File: src/rtl/seq_alu_if.sv
// Operand/result handshake bundle for seq_alu: a valid/ready request
// channel carrying op and operands, and a valid/ready response channel carrying result and flags.
interface seq_alu_if #(
  parameter int WIDTH = 8
);
  logic             in_valid;
  logic             in_ready;
  logic [2:0]       op;
  logic [WIDTH-1:0] a;
  logic [WIDTH-1:0] b;
  logic             out_valid;
  logic             out_ready;
  logic [WIDTH-1:0] result;
  logic             carry;
  logic             zero;
  logic             overflow;

  // Controller/consumer side drives requests and takes results.
  modport master (
    output in_valid, op, a, b, out_ready,
    input  in_ready, out_valid, result, carry, zero, overflow
  );

  // ALU side.
  modport slave (
    input  in_valid, op, a, b, out_ready,
    output in_ready, out_valid, result, carry, zero, overflow
  );
endinterface

File: src/rtl/seq_alu.sv
// WIDTH-bit sequential ALU: single-cycle ADD/SUB/OR/AND/XOR, shift-add MUL
// over WIDTH cycles, registered result and flags held until the consumer takes them.
module seq_alu #(
  parameter int WIDTH = 8
) (
  input  logic      clk,
  input  logic      rst,
  seq_alu_if.slave  bus
);
  localparam int CW = $clog2(WIDTH);

  localparam logic [2:0] OP_ADD = 3'b000;
  localparam logic [2:0] OP_SUB = 3'b001;
  localparam logic [2:0] OP_OR  = 3'b010;
  localparam logic [2:0] OP_AND = 3'b011;
  localparam logic [2:0] OP_XOR = 3'b100;
  localparam logic [2:0] OP_MUL = 3'b101;

  typedef enum logic [1:0] {IDLE, MUL, DONE} state_t;

  state_t             state, state_next;
  logic [2*WIDTH-1:0] mcand, acc, acc_next;
  logic [WIDTH-1:0]   mplier;
  logic [CW-1:0]      count;
  logic [WIDTH-1:0]   result_q;
  logic               carry_q, zero_q, overflow_q;

  logic               accept, mul_last;
  logic [WIDTH:0]     sum;
  logic [WIDTH-1:0]   diff;
  logic [WIDTH-1:0]   alu_res;
  logic               alu_c, alu_v;

  assign bus.in_ready  = (state == IDLE);
  assign bus.out_valid = (state == DONE);
  assign bus.result    = result_q;
  assign bus.carry     = carry_q;
  assign bus.zero      = zero_q;
  assign bus.overflow  = overflow_q;

  assign accept   = bus.in_valid && (state == IDLE);
  assign mul_last = (state == MUL) && (count == CW'(WIDTH - 1));
  assign acc_next = acc + (mplier[0] ? mcand : '0);

  // NOTE: every always_comb output gets a default before the case so no path
  // leaves it unassigned; an unassigned path would infer a latch.
  always_comb begin
    state_next = state;
    case (state)
      IDLE:    if (accept) state_next = (bus.op == OP_MUL) ? MUL : DONE;
      MUL:     if (mul_last) state_next = DONE;
      DONE:    if (bus.out_ready) state_next = IDLE;
      default: state_next = IDLE;
    endcase
  end

  // Single-cycle ops; reserved encodings fall through to all-zero.
  always_comb begin
    sum     = {1'b0, bus.a} + {1'b0, bus.b};
    diff    = bus.a - bus.b;
    alu_res = '0;
    alu_c   = 1'b0;
    alu_v   = 1'b0;
    case (bus.op)
      OP_ADD: begin
        alu_res = sum[WIDTH-1:0];
        alu_c   = sum[WIDTH];
        alu_v   = (bus.a[WIDTH-1] == bus.b[WIDTH-1]) && (sum[WIDTH-1] != bus.a[WIDTH-1]);
      end
      OP_SUB: begin
        alu_res = diff;
        alu_c   = (bus.a < bus.b);
        alu_v   = (bus.a[WIDTH-1] != bus.b[WIDTH-1]) && (diff[WIDTH-1] != bus.a[WIDTH-1]);
      end
      OP_OR:   alu_res = bus.a | bus.b;
      OP_AND:  alu_res = bus.a & bus.b;
      OP_XOR:  alu_res = bus.a ^ bus.b;
      default: alu_res = '0;
    endcase
  end

  // NOTE: sequential state uses non-blocking assignments so every register
  // samples pre-edge values regardless of statement order.
  always_ff @(posedge clk or posedge rst) begin
    if (rst) state <= IDLE;
    else     state <= state_next;
  end

  always_ff @(posedge clk or posedge rst) begin
    if (rst) begin
      mcand      <= '0;
      mplier     <= '0;
      acc        <= '0;
      count      <= '0;
      result_q   <= '0;
      carry_q    <= 1'b0;
      zero_q     <= 1'b0;
      overflow_q <= 1'b0;
    end else begin
      case (state)
        IDLE: if (accept) begin
          if (bus.op == OP_MUL) begin
            mcand  <= {{WIDTH{1'b0}}, bus.a};
            mplier <= bus.b;
            acc    <= '0;
            count  <= '0;
          end else begin
            result_q   <= alu_res;
            carry_q    <= alu_c;
            overflow_q <= alu_v;
            zero_q     <= (alu_res == '0);
          end
        end
        MUL: begin
          acc    <= acc_next;
          mcand  <= mcand << 1;
          mplier <= mplier >> 1;
          count  <= count + 1'b1;
          if (mul_last) begin
            result_q   <= acc_next[WIDTH-1:0];
            carry_q    <= |acc_next[2*WIDTH-1:WIDTH];
            overflow_q <= 1'b0;
            zero_q     <= (acc_next[WIDTH-1:0] == '0);
          end
        end
        default: ;
      endcase
    end
  end
endmodule

File: src/flat_wrapper.sv
// flat-port wrapper written by rule: the top's interface ports become plain ports
module seq_alu_flat 
#(
  parameter int WIDTH = 8
)
  (clk, rst, bus_in_valid, bus_op, bus_a, bus_b, bus_out_ready, bus_in_ready, bus_out_valid, bus_result, bus_carry, bus_zero, bus_overflow);
  seq_alu_if #(.WIDTH(WIDTH)) bus_i ();
  input  logic clk;
  input  logic rst;
  input wire logic [$bits(bus_i.in_valid)-1:0] bus_in_valid;
  input wire logic [$bits(bus_i.op)-1:0] bus_op;
  input wire logic [$bits(bus_i.a)-1:0] bus_a;
  input wire logic [$bits(bus_i.b)-1:0] bus_b;
  input wire logic [$bits(bus_i.out_ready)-1:0] bus_out_ready;
  output wire logic [$bits(bus_i.in_ready)-1:0] bus_in_ready;
  output wire logic [$bits(bus_i.out_valid)-1:0] bus_out_valid;
  output wire logic [$bits(bus_i.result)-1:0] bus_result;
  output wire logic [$bits(bus_i.carry)-1:0] bus_carry;
  output wire logic [$bits(bus_i.zero)-1:0] bus_zero;
  output wire logic [$bits(bus_i.overflow)-1:0] bus_overflow;
  assign bus_i.in_valid = bus_in_valid;
  assign bus_i.op = bus_op;
  assign bus_i.a = bus_a;
  assign bus_i.b = bus_b;
  assign bus_i.out_ready = bus_out_ready;
  assign bus_in_ready = bus_i.in_ready;
  assign bus_out_valid = bus_i.out_valid;
  assign bus_result = bus_i.result;
  assign bus_carry = bus_i.carry;
  assign bus_zero = bus_i.zero;
  assign bus_overflow = bus_i.overflow;
  seq_alu #(.WIDTH(WIDTH)) u_core (.clk(clk), .rst(rst), .bus(bus_i));
endmodule
File: config.mk
export PLATFORM = sky130hd
export DESIGN_NAME = seq_alu_flat
export DESIGN_NICKNAME = d
export VERILOG_FILES = /design/src/rtl/seq_alu_if.sv /design/src/rtl/seq_alu.sv /design/src/flat_wrapper.sv
export SDC_FILE = /design/constraint.sdc
export NUM_CORES = 1
export LEC_CHECK = 0
export ABC_CLOCK_PERIOD_IN_PS = 3100
export CAP_MARGIN = 20
export CORE_MARGIN = 2
export CORE_UTILIZATION = 35
export DETAILED_ROUTE_END_ITERATION = 12
export PLACE_DENSITY = 0.58
export SETUP_SLACK_MARGIN = 0.5
export SLEW_MARGIN = 20
export SYNTH_ARGS = -nofsm -noshare
export SYNTH_HDL_FRONTEND = slang
export SYNTH_SLANG_ARGS = --single-unit
File: constraint.sdc
create_clock -name clk -period 3.1 [get_ports clk]
set_input_delay 0.93 -clock clk [delete_from_list [all_inputs] [get_ports clk]]
set_output_delay 0.93 -clock clk [all_outputs]
set_load 0.05 [all_outputs]
# Word-level counts from Yosys, hierarchy flattened
# Index checks and enable logic that the tools add are counted.
# classes
addsub	4
order_cmp	1
eq_ne	17
mux	37
n_bitwise	3
n_reduce_logical	13
# op_table
cell	count
two-way mux 16 bit	5
case mux 16 bit (2 select lines)	2
two-way mux 8 bit	5
case mux 8 bit (5 select lines)	1
case mux 8 bit (2 select lines)	2
adder 16 bit	1
zero test 8 bit	2
case mux 1 bit (2 select lines)	5
adder 8 x 8 -> 9 bit	1
== test 3 bit, second input constant	3
two-way mux 1 bit	9
AND 8 bit	1
< comparator 8 bit	1
two-way mux 2 bit	4
OR 8 bit	1
OR reduction 8 bit	1
subtractor 8 bit	1
XOR 8 bit	1
== test 3 x 2 -> 1 bit, second input constant	2
two-way mux 3 bit	2
!= test 2 x 1 -> 1 bit, second input constant	3
case mux 2 bit (3 select lines)	1
case mux 3 bit (2 select lines)	1
AND reduction 3 bit	2
other kinds (12)	18
# totals
register_bits	56
input_bits	23
output_inout_bits	13
word_cells	84

# Longest topological paths before layout
# Gate-level depths: netlist (run 1).
# logic_depth
word_depth	7
ltp_mapped	11
ltp_nobuf	11

# Worst setup path before layout (run 1)
# OpenSTA, ideal clock, no wires.
# synth_timing
kind	input port to flip-flop
start	input port bus_a[0]
end	register u_core.result_q[6] (netlist: u_core.bus.result[6])
setup_time_ps	125
arrival_time_ps	2817
required_time_ps	2975
setup_slack_ps	158
path_stages	11
n_path_buf	0
cell_sequence	inv_1 -> ha_1 -> fa_1 -> o21bai_2 -> a21oi_4 -> nor4_1 -> or4b_1 -> o21bai_1 -> a32oi_1 -> o21ai_1 -> mux2_2
# synth_via
elab_chain_cells	5
elab_cells_between_ends	6
cone_classes	add/sub: 2; mux: 4
# synth_lines
item	line_no	source
start: declaration	flat_wrapper.sv:12	input wire logic [$bits(bus_i.a)-1:0] bus_a;
subtractor 8 bit or adder 8 x 8 -> 9 bit (tied branches)	seq_alu.sv:60, seq_alu.sv:59	
case mux 8 bit (5 select lines) *	seq_alu.sv:64	case (bus.op)
two-way mux 8 bit *	seq_alu.sv:102	if (bus.op == OP_MUL) begin
two-way mux 8 bit *	seq_alu.sv:101	IDLE: if (accept) begin
case mux 8 bit (2 select lines) *	seq_alu.sv:100	case (state)
end signal: assignment	seq_alu.sv:108	result_q <= alu_res;
end signal: assignment	seq_alu.sv:120	result_q <= acc_next[WIDTH-1:0];
end: declaration	seq_alu.sv:25	logic [WIDTH-1:0] result_q;
# Every way passes the cells marked *; elsewhere a longest branch is shown, timed or not. The select of a mux whose other input is x is not followed.
# A chain may end at the register's enable or synchronous reset.

# Worst setup path after layout (run 1)
# Same ends and word-level chain as after synthesis.

==> results.cfg, run 1 <==
[synth]
synthesis.area_sq_um = 4410
synth_compound_area_share_pct = 26.8
syn_nets = 589
syn_inst = 522
synth_top_family_by_area = compound AO/OA/AOI/OAI gates
synthAdderAreaFrac_pct = 13.0
synth_xor_area_share_pct = 3.15
ys_warn_count = 0
ys_seq_area_share_pct = 31.8
ys_types = 66
synthSimpleGateAreaFrac_pct = 18.9
ys_async_sr_fraction_pct = 100
synthMuxAreaShare_pct = 0.994
synth_area_per_cell_sq_um = 8.44
synth_top_flop_cell = dfrtp_1
synth_edf_count = 0
ys_ff_latch = 56

[clock_network]
clkTransAtPathRegs_ps = 70
clockBufferDepth = 2
holdBufCountCts = 0
cts_root_buf = clkbuf_16
cts_tree = yes
numCtsBuffers = 5
cts_sinks = 56
cts_max_level = 2
clk_latency_ps = 290

[global_routing]
grt_pass1_wl_um = 21800
grt_pass1_vias = 4382
grt_max_degree = 60
grt_overflow = 0
antenna_found_initial = 0
track_usage_pct = 20.2

[power_and_ir_drop]
powerDensity_nw_per_um2 = 608
total_power_uw = 3950
vdd_drop_max_v = 0.000317
p_leak_uw = 0.00300

[place]
dp.final_hpwl_um = 9890
gp_congestion = 0.881
place_area_sq_um = 5780
io_buffers = 35

[setup_path]
critPathKind = in -> reg
r2r_end = u_core.bus.carry
setup.worst_path.start = bus_a[0]
cp-start-kind = input pin
reg2reg_depth = 12
path_buf_inv = 3
required_ps = 3280
regToRegSetupSlack_ps = 220
slowest_stage = or4b_4
crit_chain = buf_6 -> buf_8 -> inv_16 -> ha_4 -> fa_2 -> o21bai_4 -> a21oi_4 -> nor4_2 -> or4b_4 -> o21bai_4 -> a32oi_2 -> o21ai_1 -> mux2_4
cpPeakStageDelay_ps = 490
crit_arrival_ps = 3140
r2r_start = u_core.mplier[0]
endpoint_kind = flip-flop
crit_family = compound AO/OA/AOI/OAI gates
worst-path-max-fanout = 2
crit_top_cell = o21bai_4

[sta]
final-hold-violation-count = 0
min_period_over_period_pct = 95.3
post-route-min-period_ps = 2950
rsz0062_at_grt = true
whs_ps = 486
setup_viol_count_final = 0
fin_setup_tns_ps = 0
slew_headroom_pct = 62.1
slew_viol_final = 0
max_freq_mhz = 338
tightest_slew_ps = 554
fin_skew_ps = 2.58

[floorplanning]
dieArea_sq_um = 13500
dieHeight_um = 116
rows = 40
die_x_um = 116
pin_count = 36
start_util_pct = 36.2
core_area_sq_um = 12200

[drt]
num_vias = 4288
totalWireLength_um = 12900
first_pass_iters = 4
routed_via_density = 5.18
drc = 0
drtIter0Drc = 261
ant_nets = 0
avgRoutedWirePerCell_um = 15.6

[hold_path]
holdCritStartpoint = u_core.bus.result[3]
min_to = u_core.bus.result[3]
hold_depth = 2
hp-class = reg -> reg

[layout]
fin_area_sq_um = 6500
fill_cells = 1163
final_cell_mix = buf_4 (110), dfrtp_1 (56), nand2_1 (54)
syn_to_final_growth_pct = 47.5
n_antenna_cell = 0
nNetsFinal = 726
final_common_cell = buf_4
drive_gt1_share_pct = 36.1

[job]
cap_viol_max_count = 0

[outcome]
status = finished, final reports clean
## where the power goes
part | switching, uW | internal [uW]
combinational | 1130 | 939
sequential | 205 | 999
clock | 255 | 426
## registers in the layout, summed over array words and instances, names as in the netlist
name	cells
u_core.acc	16
u_core.bus.result	8
u_core.mplier	8
u_core.state	2
u_core.mcand	16
u_core.bus.carry	1
u_core.bus.zero	1
u_core.count	3
u_core.bus.overflow	1
## cell families (layout without fill, tap and decap cells)
group           Yosys count  in the layout
compound gates          173            173
buf+inv                  54            192
flops                    56             56
mux                       4              4
fa+ha+maj                44             44
xor+xnor                 15             15
simple gates            176            176
## cell type report
cell class | count | area, sq um | area share, %
multi-input cells | 412 | 3260 | 50.2
flip-flops and latches | 56 | 1400 | 21.6
repair buffers | 158 | 1310 | 20.2
well taps | 168 | 210 | 3.23
clock buffers | 7 | 153 | 2.35
inverters | 26 | 129 | 1.98
clock inverters | 1 | 30.0 | 0.462
## timing repair
| action | in CTS | in global routing |
|---|---|---|
| setup buffers | 23 | 2 |
| pin swaps | 50 | 20 |
| resized for setup | 127 | 18 |
| hold endpoints to repair | 0 | 0 |
| endpoints found under the setup margin | 33 | 17 |
## through the flow
step	setup WS (ps)	utilization [%]	std cells
2_1_floorplan	168	-	522
3_3_place_gp	-577	47.5	795
3_5_place_dp	-617	47.5	795
4_1_cts	172	52.7	826
5_1_grt	80.9	53.4	828
6_report	145	53.4	828
## cell usage after synthesis (2+ instances only)
master,n,area (sq um)
a31oi_1,4,25.0
xnor2_1,10,87.6
mux2_2,3,33.8
a311oi_1,4,35.0
or3_1,3,18.8
buf_1,2,7.51
nor3_1,13,65.1
a21oi_1,41,205
nand2_1,54,203
fa_1,3,60.1
nand2b_1,8,50.1
nor2_1,49,184
o21a_1,3,22.5
a2bb2oi_1,2,17.5
nor2b_1,9,56.3
and2_1,15,93.8
nor4_1,6,37.5
o21ai_1,9,45.0
nand3_1,7,35.0
o21ai_0,32,160
inv_1,26,97.6
xor2_1,4,35.0
a211oi_1,6,45.0
nand3b_1,2,15.0
buf_2,8,40.0
a21o_1,13,97.6
and3_1,2,12.5
o21bai_1,6,45.0
ha_1,41,513
a311o_1,2,20.0
dfrtp_1,56,1400
a22o_1,19,166
a211oi_2,2,25.0
clkbuf_1,14,52.6
o211ai_1,5,37.5
o2111ai_1,2,17.5
o31ai_1,6,45.0
buf_4,3,22.5
## routing by layer
| metal | vias up | global-route usage, % | wire length [um] |
|---|---|---|---|
| met3 | 10 | 1.61 | 321 |
| met2 | 70 | 35.1 | 6350 |
| met4 | 0 | 5.24 | 159 |
| met5 | - | 0 | 0 |
| li1 | 2147 | - | - |
| met1 | 2061 | 27.3 | 6110 |
## worst max-delay path by stage
stage | to | slack, ps | cells past startpoint
floorplan | u_core.bus.result[6] | 170 | 11
global placement | u_core.bus.result[6] | -580 | 13
detailed placement | u_core.bus.result[6] | -620 | 13
CTS | u_core.bus.result[6] | 170 | 13
global route | u_core.bus.zero | 80 | 13
finish | u_core.bus.result[6] | 150 | 13
## worst register-to-register path, cell delays in order (launching register included)
cell and delay, ps:
dfrtp_1 410, and2_4 150, ha_2 180, fa_2 380
a211oi_2 240, o21ai_1 110, a41o_1 220, a221o_1 380
xnor2_2 180, nand3_2 120, nor4_4 200, buf_4 160
a31oi_1 60
No activity file was read; power rests on OpenSTA's default activity.
==> inputs of run 2 (changes only) <==
--- a/config.mk
+++ b/config.mk
@@ -5,7 +5,7 @@
 export SDC_FILE = /design/constraint.sdc
 export NUM_CORES = 1
 export LEC_CHECK = 0
-export ABC_CLOCK_PERIOD_IN_PS = 3100
+export ABC_CLOCK_PERIOD_IN_PS = 3500
 export CAP_MARGIN = 20
 export CORE_MARGIN = 2
 export CORE_UTILIZATION = 35
==> constraint.sdc (replaced) <==
create_clock -name clk -period 3.5 [get_ports clk]
set_input_delay 1.05 -clock clk [delete_from_list [all_inputs] [get_ports clk]]
set_output_delay 1.05 -clock clk [all_outputs]
set_load 0.05 [all_outputs]
==> run 2 against run 1 <==
  * Combinational power decreased by 20%
  * Count of clock-buffer cells in the layout unchanged
  * Design area decreased by 8.0%
  * Via count decreased by 4.8%
  * Non-clock buffer count decreased by 47
  * Clock skew increased by 2.0 ps
  * Routed wire length decreased by 4.4%
  * Core utilization decreased by 4.3 points
  * Sequential share of layout area increased by 1.9 points
  * Sequential power decreased by 12%
  * Register-to-register slack improved by 310 ps
==> results.cfg, run 2 (same netlist as run 1, synthesis figures left out) <==
[clock_network]
cts_tree = yes
holdBufCountCts = 0
cts_sinks = 56
cts_root_buf = clkbuf_16
clockBufferDepth = 2
clkTransAtPathRegs_ps = 70
numCtsBuffers = 5
clk_latency_ps = 290
cts_max_level = 2

[power_and_ir_drop]
power_frac_clock_pct = 16.0
total_power_uw = 3230
p_leak_uw = 0.00274
p_int_uw = 1890
swShare_pct = 41.3
vdd_drop_max_v = 0.000246
powerDensity_nw_per_um2 = 539
power.net_switching_uw = 1330
combPwrFrac_pct = 51.1
seqPwrFrac_pct = 32.9

[setup_path]
crit_family = compound AO/OA/AOI/OAI gates
required_ps = 3680
crit_chain = buf_6 -> buf_8 -> inv_16 -> ha_4 -> fa_2 -> o21bai_4 -> a21oi_4 -> nor4_2 -> or4b_4 -> o21bai_4 -> a32oi_2 -> o21ai_1 -> mux2_4
cp-start-kind = input pin
slowest_stage = or4b_4
worst-path-max-fanout = 2
crit_top_cell = o21bai_4
path_buf_inv = 3
endpoint_kind = flip-flop
cpPeakStageDelay_ps = 490
critPathKind = in -> reg
crit_arrival_ps = 3170

[sta]
post-route-min-period_ps = 2990
tightest_slew_ps = 679
rsz0062_at_grt = true
fin_skew_ps = 4.53
setup_viol_count_final = 0
min_period_over_period_pct = 85.6
slew_viol_final = 0
max_freq_mhz = 334
fin_setup_tns_ps = 0
setup_slack_ps = 505
slew_headroom_pct = 54.8
final-hold-violation-count = 0

[layout]
nNetsFinal = 679
fill_cells = 1179
final_cell_mix = buf_4 (66), dfrtp_1 (56), nand2_1 (54)
drive_gt1_share_pct = 28.1
final_common_cell = buf_4
fin_area_sq_um = 5980
n_antenna_cell = 0
reg_top3 = u_core.acc x16, u_core.mcand x16
final_util_pct = 49.2
syn_to_final_growth_pct = 35.7

[drt]
routed_via_density = 5.23
drtIter0Drc = 279
ant_nets = 0
first_pass_iters = 4
drc = 0
avgRoutedWirePerCell_um = 15.9
num_vias = 4083
totalWireLength_um = 12400

[floorplanning]
start_util_pct = 36.2
dieHeight_um = 116
core_area_sq_um = 12200
dieArea_sq_um = 13500
rows = 40
pin_count = 36
die_x_um = 116

[place]
gp_congestion = 0.881
place_area_sq_um = 5370
dp.final_hpwl_um = 9330
io_buffers = 35
dp_slack_ps = -285

[global_routing]
grt_max_degree = 60
grt_pass1_wl_um = 19900
antenna_found_initial = 0
grt_pass1_vias = 4006
track_usage_pct = 18.4
grt_overflow = 0

[outcome]
status = finished, final reports clean

[job]
cap_viol_max_count = 0

[hold_path]
hp-class = reg -> reg
-- run 2: worst register-to-register path: stages, from the launching register on --
cell and delay, ps:
dfrtp_1 400, buf_4 170, and2_1 170, fa_2 370
a211oi_4 240, o21ai_2 80, a41o_1 270, a221o_1 400
xnor2_2 210, nand3_2 120, nor4_4 290, a31oi_1 130
-- run 2: final cells by class --
class                      instances  area (sq um)  share of cell area [%]
clock buffer                       7           153                    2.55
inverter                          26           116                    1.95
timing repair buffer             111           942                    15.8
sequential                        56          1400                    23.4
multi-input combinational        412          3160                    52.8
tap                              168           210                    3.52
-- run 2: power groups by stage --
stage | clock network [uW] | registers [uW] | logic [uW]
2_1_floorplan | 0 | 1190 | 886
3_3_place_gp | 0 | 1060 | 1490
3_5_place_dp | 0 | 1070 | 1510
4_1_cts | 527 | 1060 | 1550
5_1_grt | 562 | 1090 | 1810
6_report | 515 | 1060 | 1650
-- run 2: what timing repair did --
action / 4_1_cts / 5_1_grt
pin swaps: 22 / 29
gates cloned: 0 / 0
setup endpoints to repair: 10 / 7
buffers inserted: 8 / 8
resized for setup: 59 / 59
-- run 2: through the flow --
stage / hold WS, ps / cells
floorplan: 449 / 522
global placement: 466 / 757
detailed placement: 472 / 757
CTS: 488 / 772
global route: 507 / 780
finish: 488 / 780
-- run 2: per-layer routing --
metal | vias to the layer above | GRT usage (%) | part of all wire, %
li1 | 2042 | - | -
met1 | 1966 | 25.7 | 49
met2 | 68 | 31.5 | 48
met3 | 7 | 1.30 | 2.4
met4 | 0 | 3.97 | 0.98
met5 | - | 0 | 0
-- run 2: path summary, 6_finish.rpt --
check	slack [ps]	cells past startpoint	end	from
setup / recovery	510	13	u_core.bus.result[6]	bus_a[0]
hold / removal	490	2	u_core.bus.result[4]	u_core.bus.result[4]
setup reg to reg	530	11	u_core.bus.carry	u_core.mplier[0]
hold reg to reg	490	2	u_core.bus.result[4]	u_core.bus.result[4]
max in group asynchronous	1750	3	u_core.acc[8]	rst
min in group asynchronous	1180	2	u_core.mplier[2]	rst
